<file path="src/rtl/pulse_train_gen.sv">
// Pulse-train generator for a d2a control line: programmable delay, high width, low gap and count.
// Optional PULSE_TRAIN_GEN_ABORT_EN adds an abort input that cancels a running train.
module pulse_train_gen #(
    parameter int CNT_W = 16,
    parameter int NUM_W = 8
) (
    input  logic             clk,
    input  logic             rst,
    input  logic             start,
    input  logic [CNT_W-1:0] init_delay,
    input  logic [CNT_W-1:0] high_cycles,
    input  logic [CNT_W-1:0] low_cycles,
    input  logic [NUM_W-1:0] num_pulses,
`ifdef PULSE_TRAIN_GEN_ABORT_EN
    input  logic             abort,
`endif
    output logic             ctl,
    output logic             busy,
    output logic             done,
    output logic [NUM_W-1:0] pulse_idx
);

    typedef enum logic [1:0] {IDLE, DELAY, HIGH, LOW} state_t;

    localparam logic [CNT_W-1:0] CNT_ONE = {{(CNT_W-1){1'b0}}, 1'b1};
    localparam logic [NUM_W-1:0] NUM_ONE = {{(NUM_W-1){1'b0}}, 1'b1};

    state_t           state, state_nxt;
    logic [CNT_W-1:0] cnt, cnt_nxt;
    logic [CNT_W-1:0] high_r, high_nxt, low_r, low_nxt;
    logic [NUM_W-1:0] num_r, num_nxt, idx_nxt;
    logic             ctl_nxt, busy_nxt, done_nxt;

    // Phase counters hold (width - 1); a programmed width of 0 behaves as 1.
    function automatic logic [CNT_W-1:0] ld_val(input logic [CNT_W-1:0] w);
        return (w == '0) ? '0 : w - CNT_ONE;
    endfunction

    always_ff @(posedge clk) begin
        if (rst) begin
            state     <= IDLE;
            cnt       <= '0;
            high_r    <= '0;
            low_r     <= '0;
            num_r     <= '0;
            pulse_idx <= '0;
            ctl       <= 1'b0;
            busy      <= 1'b0;
            done      <= 1'b0;
        end else begin
            state     <= state_nxt;
            cnt       <= cnt_nxt;
            high_r    <= high_nxt;
            low_r     <= low_nxt;
            num_r     <= num_nxt;
            pulse_idx <= idx_nxt;
            ctl       <= ctl_nxt;
            busy      <= busy_nxt;
            done      <= done_nxt;
        end
    end

    always_comb begin
        state_nxt = state;
        cnt_nxt   = cnt;
        high_nxt  = high_r;
        low_nxt   = low_r;
        num_nxt   = num_r;
        idx_nxt   = pulse_idx;
        ctl_nxt   = ctl;
        busy_nxt  = busy;
        done_nxt  = 1'b0;

        case (state)
            IDLE: begin
                if (start) begin
                    high_nxt = high_cycles;
                    low_nxt  = low_cycles;
                    num_nxt  = num_pulses;
                    idx_nxt  = '0;
                    if (num_pulses == '0) begin
                        done_nxt = 1'b1;
                    end else begin
                        busy_nxt = 1'b1;
                        if (init_delay != '0) begin
                            state_nxt = DELAY;
                            cnt_nxt   = init_delay - CNT_ONE;
                            ctl_nxt   = 1'b0;
                        end else begin
                            state_nxt = HIGH;
                            cnt_nxt   = ld_val(high_cycles);
                            ctl_nxt   = 1'b1;
                        end
                    end
                end
            end
            DELAY: begin
                if (cnt == '0) begin
                    state_nxt = HIGH;
                    cnt_nxt   = ld_val(high_r);
                    ctl_nxt   = 1'b1;
                end else begin
                    cnt_nxt = cnt - CNT_ONE;
                end
            end
            HIGH: begin
                if (cnt == '0) begin
                    ctl_nxt = 1'b0;
                    // Last pulse ends the train directly, without a trailing gap.
                    if (pulse_idx == num_r - NUM_ONE) begin
                        state_nxt = IDLE;
                        busy_nxt  = 1'b0;
                        done_nxt  = 1'b1;
                    end else begin
                        state_nxt = LOW;
                        cnt_nxt   = ld_val(low_r);
                    end
                end else begin
                    cnt_nxt = cnt - CNT_ONE;
                end
            end
            LOW: begin
                if (cnt == '0) begin
                    state_nxt = HIGH;
                    cnt_nxt   = ld_val(high_r);
                    ctl_nxt   = 1'b1;
                    idx_nxt   = pulse_idx + NUM_ONE;
                end else begin
                    cnt_nxt = cnt - CNT_ONE;
                end
            end
            default: state_nxt = IDLE;
        endcase

`ifdef PULSE_TRAIN_GEN_ABORT_EN
        if (abort && state != IDLE) begin
            state_nxt = IDLE;
            ctl_nxt   = 1'b0;
            busy_nxt  = 1'b0;
            done_nxt  = 1'b1;
            idx_nxt   = pulse_idx;
        end
`endif
    end

endmodule

</file>
<file path="config.mk">
export PLATFORM = sky130hd
export DESIGN_NAME = pulse_train_gen
export DESIGN_NICKNAME = d
export VERILOG_FILES = /design/src/rtl/pulse_train_gen.sv
export SDC_FILE = /design/constraint.sdc
export NUM_CORES = 1
export LEC_CHECK = 0
export BUFFER_PORTS_ARGS = -buffer_cell sky130_fd_sc_hd__buf_2
export CAP_MARGIN = 30
export CORE_ASPECT_RATIO = 0.8
export CORE_MARGIN = 2
export CORE_UTILIZATION = 50
export CTS_BUF_LIST = sky130_fd_sc_hd__clkbuf_2 sky130_fd_sc_hd__clkbuf_4 sky130_fd_sc_hd__clkbuf_8
export DETAILED_ROUTE_END_ITERATION = 12
export HOLD_SLACK_MARGIN = 0.1
export PLACE_DENSITY = 0.72
export SLEW_MARGIN = 20
export SYNTH_ARGS = -nofsm -noshare
export SYNTH_HDL_FRONTEND = slang
export SYNTH_SLANG_ARGS = --single-unit
</file>
<file path="constraint.sdc">
create_clock -name clk -period 3.1 [get_ports clk]
set_input_delay 0.465 -clock clk [delete_from_list [all_inputs] [get_ports clk]]
set_output_delay 0.465 -clock clk [all_outputs]
set_load 0.01 [all_outputs]
</file>
Word-level counts from Yosys, hierarchy flattened:

Index checks and enable logic that the tools add are counted.

* mux-type cells: 36
* add/sub/neg operators: 7
* equality and inequality tests: 11
* reductions and logical operators: 15

Operators by type and width (count)
* 2-to-1 mux 16 bit: 9
* subtractor 16 x 1 -> 16 bit, second input constant: 5
* zero test 16 bit: 4
* case mux 16 bit (3 select lines): 1
* 2-to-1 mux 8 bit: 2
* case mux 8 bit (2 select lines): 1
* nonzero test 16 bit: 1
* 2-to-1 mux 1 bit: 13
* 2-to-1 mux 2 bit: 6
* inequality test 2 bit, second input constant: 5
* adder 8 x 1 -> 8 bit, second input constant: 1
* == test 8 bit: 1
* zero test 8 bit: 1
* subtractor 8 x 1 -> 8 bit, second input constant: 1
* case mux 2 bit (3 select lines): 1
* AND reduction 3 bit: 2
* AND reduction 5 bit: 1
* == test 2 bit, second input constant: 2
* case mux 1 bit (2 select lines): 2
* AND reduction 4 bit: 1
* nonzero test 2 bit: 2
* inequality test 3 bit, second input constant: 1
* case mux 1 bit (3 select lines): 1
* == test 2 x 1 -> 1 bit, second input constant: 1
* other kinds (4): 4

* output and inout bits: 11
* input port bits: 59
* register bits after elaboration: 69
* logic and storage cells: 78

Depth between registers and ports, before layout:

* word-level depth: 6
* mapped depth: 11
* depth with buffers taken out: 9

Worst setup path before layout:

OpenSTA, ideal clock, no wires.

* path type: input port to flip-flop
* start point: in high_cycles[7]
* end point: reg cnt[13]
* cell stages on the path: 8
* setup time: 0.134 ns
* slack: 0.442 ns
* data required time: 2.966 ns
* arrival time: 2.523 ns
* buffers on the path: 1
* cell sequence: or4_4 or4_1 buf_2 o311a_4 a221oi_1 a21oi_1 a211oi_1 nor3_1

* cells in the longest elaborated chain, start to end: 6
* elaborated cells between the ends (all ways): 7
* those cells by class: add/sub (1); mux (5); reduce/logical (1)

RTL lines
* start: declaration: RTL line 11 `input logic [CNT_W-1:0] high_cycles,`
* subtractor 16 x 1 -> 16 bit / zero test 16 bit (equally long branches): RTL line 36 `return (w == '0) ? '0 : w - CNT_ONE;`
* 2-to-1 mux 16 bit *: RTL line 36
* 2-to-1 mux 16 bit *: RTL line 85 `if (init_delay != '0) begin`
* 2-to-1 mux 16 bit *: RTL line 81 `if (num_pulses == '0) begin`
* 2-to-1 mux 16 bit *: RTL line 76 `if (start) begin`
* case mux 16 bit (3 select lines) *: RTL line 74 `case (state)`
* end signal: assignment: RTL line 52 `cnt <= cnt_nxt;`
* end: declaration: RTL line 29 `logic [CNT_W-1:0] cnt, cnt_nxt;`

Every way passes the cells marked *; elsewhere a longest branch is shown, timed or not. The select of a mux whose other input is x is not followed.
A chain may end at the register's enable or synchronous reset.

Worst setup path in the final report:

* start point: reg high_r[0]
* end point: reg cnt[8]

* cells in the longest elaborated chain, start to end: 4
* elaborated cells between the ends (all ways): 5
* those cells by class: add/sub (1); mux (3); reduce/logical (1)

RTL lines
* start: declaration: RTL line 30 `logic [CNT_W-1:0] high_r, high_nxt, low_r, low_nxt;`
* start signal: assignment: RTL line 53 `high_r <= high_nxt;`
* subtractor 16 x 1 -> 16 bit / zero test 16 bit (equally long branches): RTL line 36
* 2-to-1 mux 16 bit *: RTL line 36
* 2-to-1 mux 16 bit *: RTL line 98, 123
* case mux 16 bit (3 select lines) *: RTL line 74

Every way passes the cells marked *; elsewhere a longest branch is shown, timed or not.

==> flow_metrics.py <==
metrics = {
    "status": {
        "run_status": "complete, no violations",
    },
    "global_routing": {
        "grt_overflow": 0,
        "grt_pass1_wl_um": 23400,
        "grt_antenna_before_repair": 1,
        "grt_pass1_vias": 4773,
        "grt_max_degree": 46,
        "grt_util_all_layers_pct": 27.9,
    },
    "timing": {
        "slew_headroom_pct": 47.5,
        "worstMarginPinSlew_ns": 0.788,
        "setup-violations-final": 0,
        "slew_viol_final": 0,
        "timing.final.hold_violations": 0,
        "setup-tns-final_ns": 0,
        "rsz0062_at_grt": "false",
        "post-route-period-util_pct": 91.2,
        "period_minus_slack_ns": 2.83,
        "finClkSkew_ns": 0.00735,
        "fmax_ghz": 0.354,
    },
    "power_and_ir_drop": {
        "vdd_ir_drop_max_v": 0.000321,
        "p_per_area_nw_per_um2": 461,
        "p_total_w": 0.00262,
        "cellLeakagePower_nw": 2.17,
    },
    "critical_path": {
        "cp.arrival_ns": 3.06,
        "worstPathCellList": "inv_1 -> ha_1 -> or4b_2 -> or2_1 -> o311a_1 -> a311oi_1 -> buf_4 -> a2111oi_0 -> o21ai_0 -> a21oi_1",
        "slowest_stage": "or4b_2",
        "crit_required_ns": 3.33,
        "startpoint_type": "flop",
        "path_class": "reg2reg",
        "endpoint_kind": "flop",
        "cp_slowest_stage_delay_ns": 0.68,
        "r2r_start": "high_r[0]",
        "crit_start": "high_r[0]",
        "crit_fanout": 6,
    },
    "yosys": {
        "syn_inst": 686,
        "synth_nets": 752,
        "synth-edff-count": 0,
        "ys_ff_latch": 69,
        "synth_flop_cell": "dfxtp_1",
        "synth-seq-area-share_pct": 27.9,
        "yosysWarnings": 0,
        "postSynthAreaPerCell_um2": 7.23,
        "synthDistinctLibCells": 66,
        "netlist_area_um2": 4960,
        "synth-async-reset-ratio_pct": 0,
    },
    "cts": {
        "root_buffer": "clkbuf_8",
        "cts.sinks": 69,
        "cts_buffer_depth": 2,
        "numCtsBuffers": 9,
        "post_cts_buffers": 0,
        "insertion_delay_ns": 0.36,
        "cts_tree": "built",
        "clkTransAtPathRegs_ns": 0.07,
        "h-tree-depth": 3,
    },
    "die": {
        "row_count": 32,
        "core_um2": 9650,
        "dieArea_um2": 10700,
        "start_util_pct": 51.4,
        "fp.dieW_um": 115,
        "fp.dieH_um": 93.1,
        "ios": 70,
    },
    "flow_run": {
        "drv_cap": 0,
    },
    "finish": {
        "syn_to_final_growth_pct": 14.7,
        "nets": 817,
        "drive_gt1_share_pct": 17.6,
        "diodes": 0,
        "fin_cells": 892,
        "fin_area_um2": 5690,
    },
    "placement": {
        "place_inst": 876,
        "placed_area_um2": 5470,
        "port_buffers": 69,
        "hpwl_um": 11400,
        "place_congestion": 0.943,
    },
    "routing": {
        "num_vias": 5367,
        "viasPerCell": 6.02,
        "wire_per_inst_um": 16.5,
        "firstDrtPassIters": 5,
        "wirelength_um": 14800,
        "drtAntennaViolNets": 0,
        "drt_iter0_drc": 473,
        "drc": 0,
    },
    "worst_hold_path": {
        "min-delay-start": "low_cycles[13]",
        "hold_path.class": "in2reg",
    },
}
==> sequential cells by signal (all words and copies together) (netlist names) <==
name / count
pulse_idx: 8
low_r: 16
state: 2
busy: 1
done: 1
ctl: 1
high_r: 16
num_r: 8
cnt: 16
==> area by class of cell <==
class	instances	area, um2
Sequential cell	69	1380
Multi-Input combinational cell	563	3360
Inverter	18	67.6
Tap cell	136	170
Timing Repair Buffer	90	503
Clock inverter	4	47.5
Clock buffer	12	153
Fill cell	913	3960
==> layout by cell type (no fill, tap or decap), drive strengths merged, types with 7 or more instances in the layout <==
master  netlist  layout
nand2       129     129
buf           8      90
a21oi        69      69
dfxtp        69      69
nor2         55      55
o21ai        32      32
xnor2        29      29
nor3         28      28
xor2         20      20
nor4         20      20
inv          18      18
nand3        16      16
clkbuf       28      12
or4          11      11
mux2i         9       9
or3           9       9
a211oi        9       9
o31ai         8       8
nor2b         7       7
a31oi         7       7
o22ai         7       7
a22oi         7       7
ha            7       7
or2           7       7
==> cells in the mapped netlist, types with 6 or more instances <==
master,count,area [um2]
o31ai_1,7,52.6
a22oi_1,7,52.6
a31oi_1,7,43.8
o22ai_1,7,43.8
ha_1,7,87.6
dfxtp_1,69,1380
nor3_1,27,135
clkbuf_1,28,105
or2_2,6,37.5
a211oi_1,7,52.6
xnor2_1,29,254
inv_1,18,67.6
xor2_1,20,175
nor2b_1,7,43.8
or4_1,8,60.1
o21ai_0,30,150
or3_1,8,50.1
mux2i_1,9,90.1
nand2_1,129,484
nor2_1,55,206
nor4_1,19,119
nand3_1,16,80.1
a21oi_1,69,345
==> per-stage QoR <==
stage               hold WS, ns  utilization [%]  setup WS (ns)
CTS                       0.330             58.8          0.157
detailed placement        0.476             56.7          0.148
finish                    0.341             58.9          0.274
global route              0.339             58.9         0.0534
floorplan                 0.444                -          0.442
global placement          0.461             56.7          0.189
==> path summary, 6_finish.rpt <==
check        slack, ns  depth (start not counted)         to
min               0.34                          3  low_r[13]
max               0.27                         10     cnt[8]
max reg2reg       0.27                         10     cnt[8]
min reg2reg       0.48                          2       busy
==> critical path: cells and delay by family, from the launching register on <==
family | cells | cell delay (ns)
fa+ha+maj | 1 | 0.20
buf+inv | 2 | 0.25
flops | 1 | 0.35
simple gates | 2 | 0.99
compound gates | 5 | 0.90
==> metal layers <==
metal  global-route usage (%)  wire, um  up-vias
met5                        0        14        -
met4                     8.33       259        2
met3                     8.43      1380       28
met2                     41.4      6460      204
met1                     38.7      6640     2531
li1                         -         -     2602
==> power by group <==
group	switching (W)	total, W	leakage (nW)	internal [W]
logic	0.000481	0.000828	1.50	0.000346
registers	0.0000861	0.00104	0.566	0.000951
clock network	0.000350	0.000759	0.103	0.000409
==> kinds of logic (layout without fill, tap and decap cells) <==
| group | count (synthesis) | in the layout | share of synthesized area (%) |
|---|---|---|---|
| AND/OR/NAND/NOR | 323 | 323 | 32.6 |
| multiplexers | 10 | 10 | 2.04 |
| buffers and inverters | 54 | 124 | 4.54 |
| AO/OA/AOI/OAI | 174 | 174 | 22.6 |
| flip-flops | 69 | 69 | 27.9 |
| adder cells (fa/ha/maj) | 7 | 7 | 1.77 |
| XOR/XNOR | 49 | 49 | 8.66 |
==> what timing repair did <==
item | 4_1_cts | 5_1_grt
hold buffers | 0 | 0
setup endpoints to repair | 0 | 1
gates resized for setup | 0 | 2
Note: power is estimated with default switching activity, not from simulation.
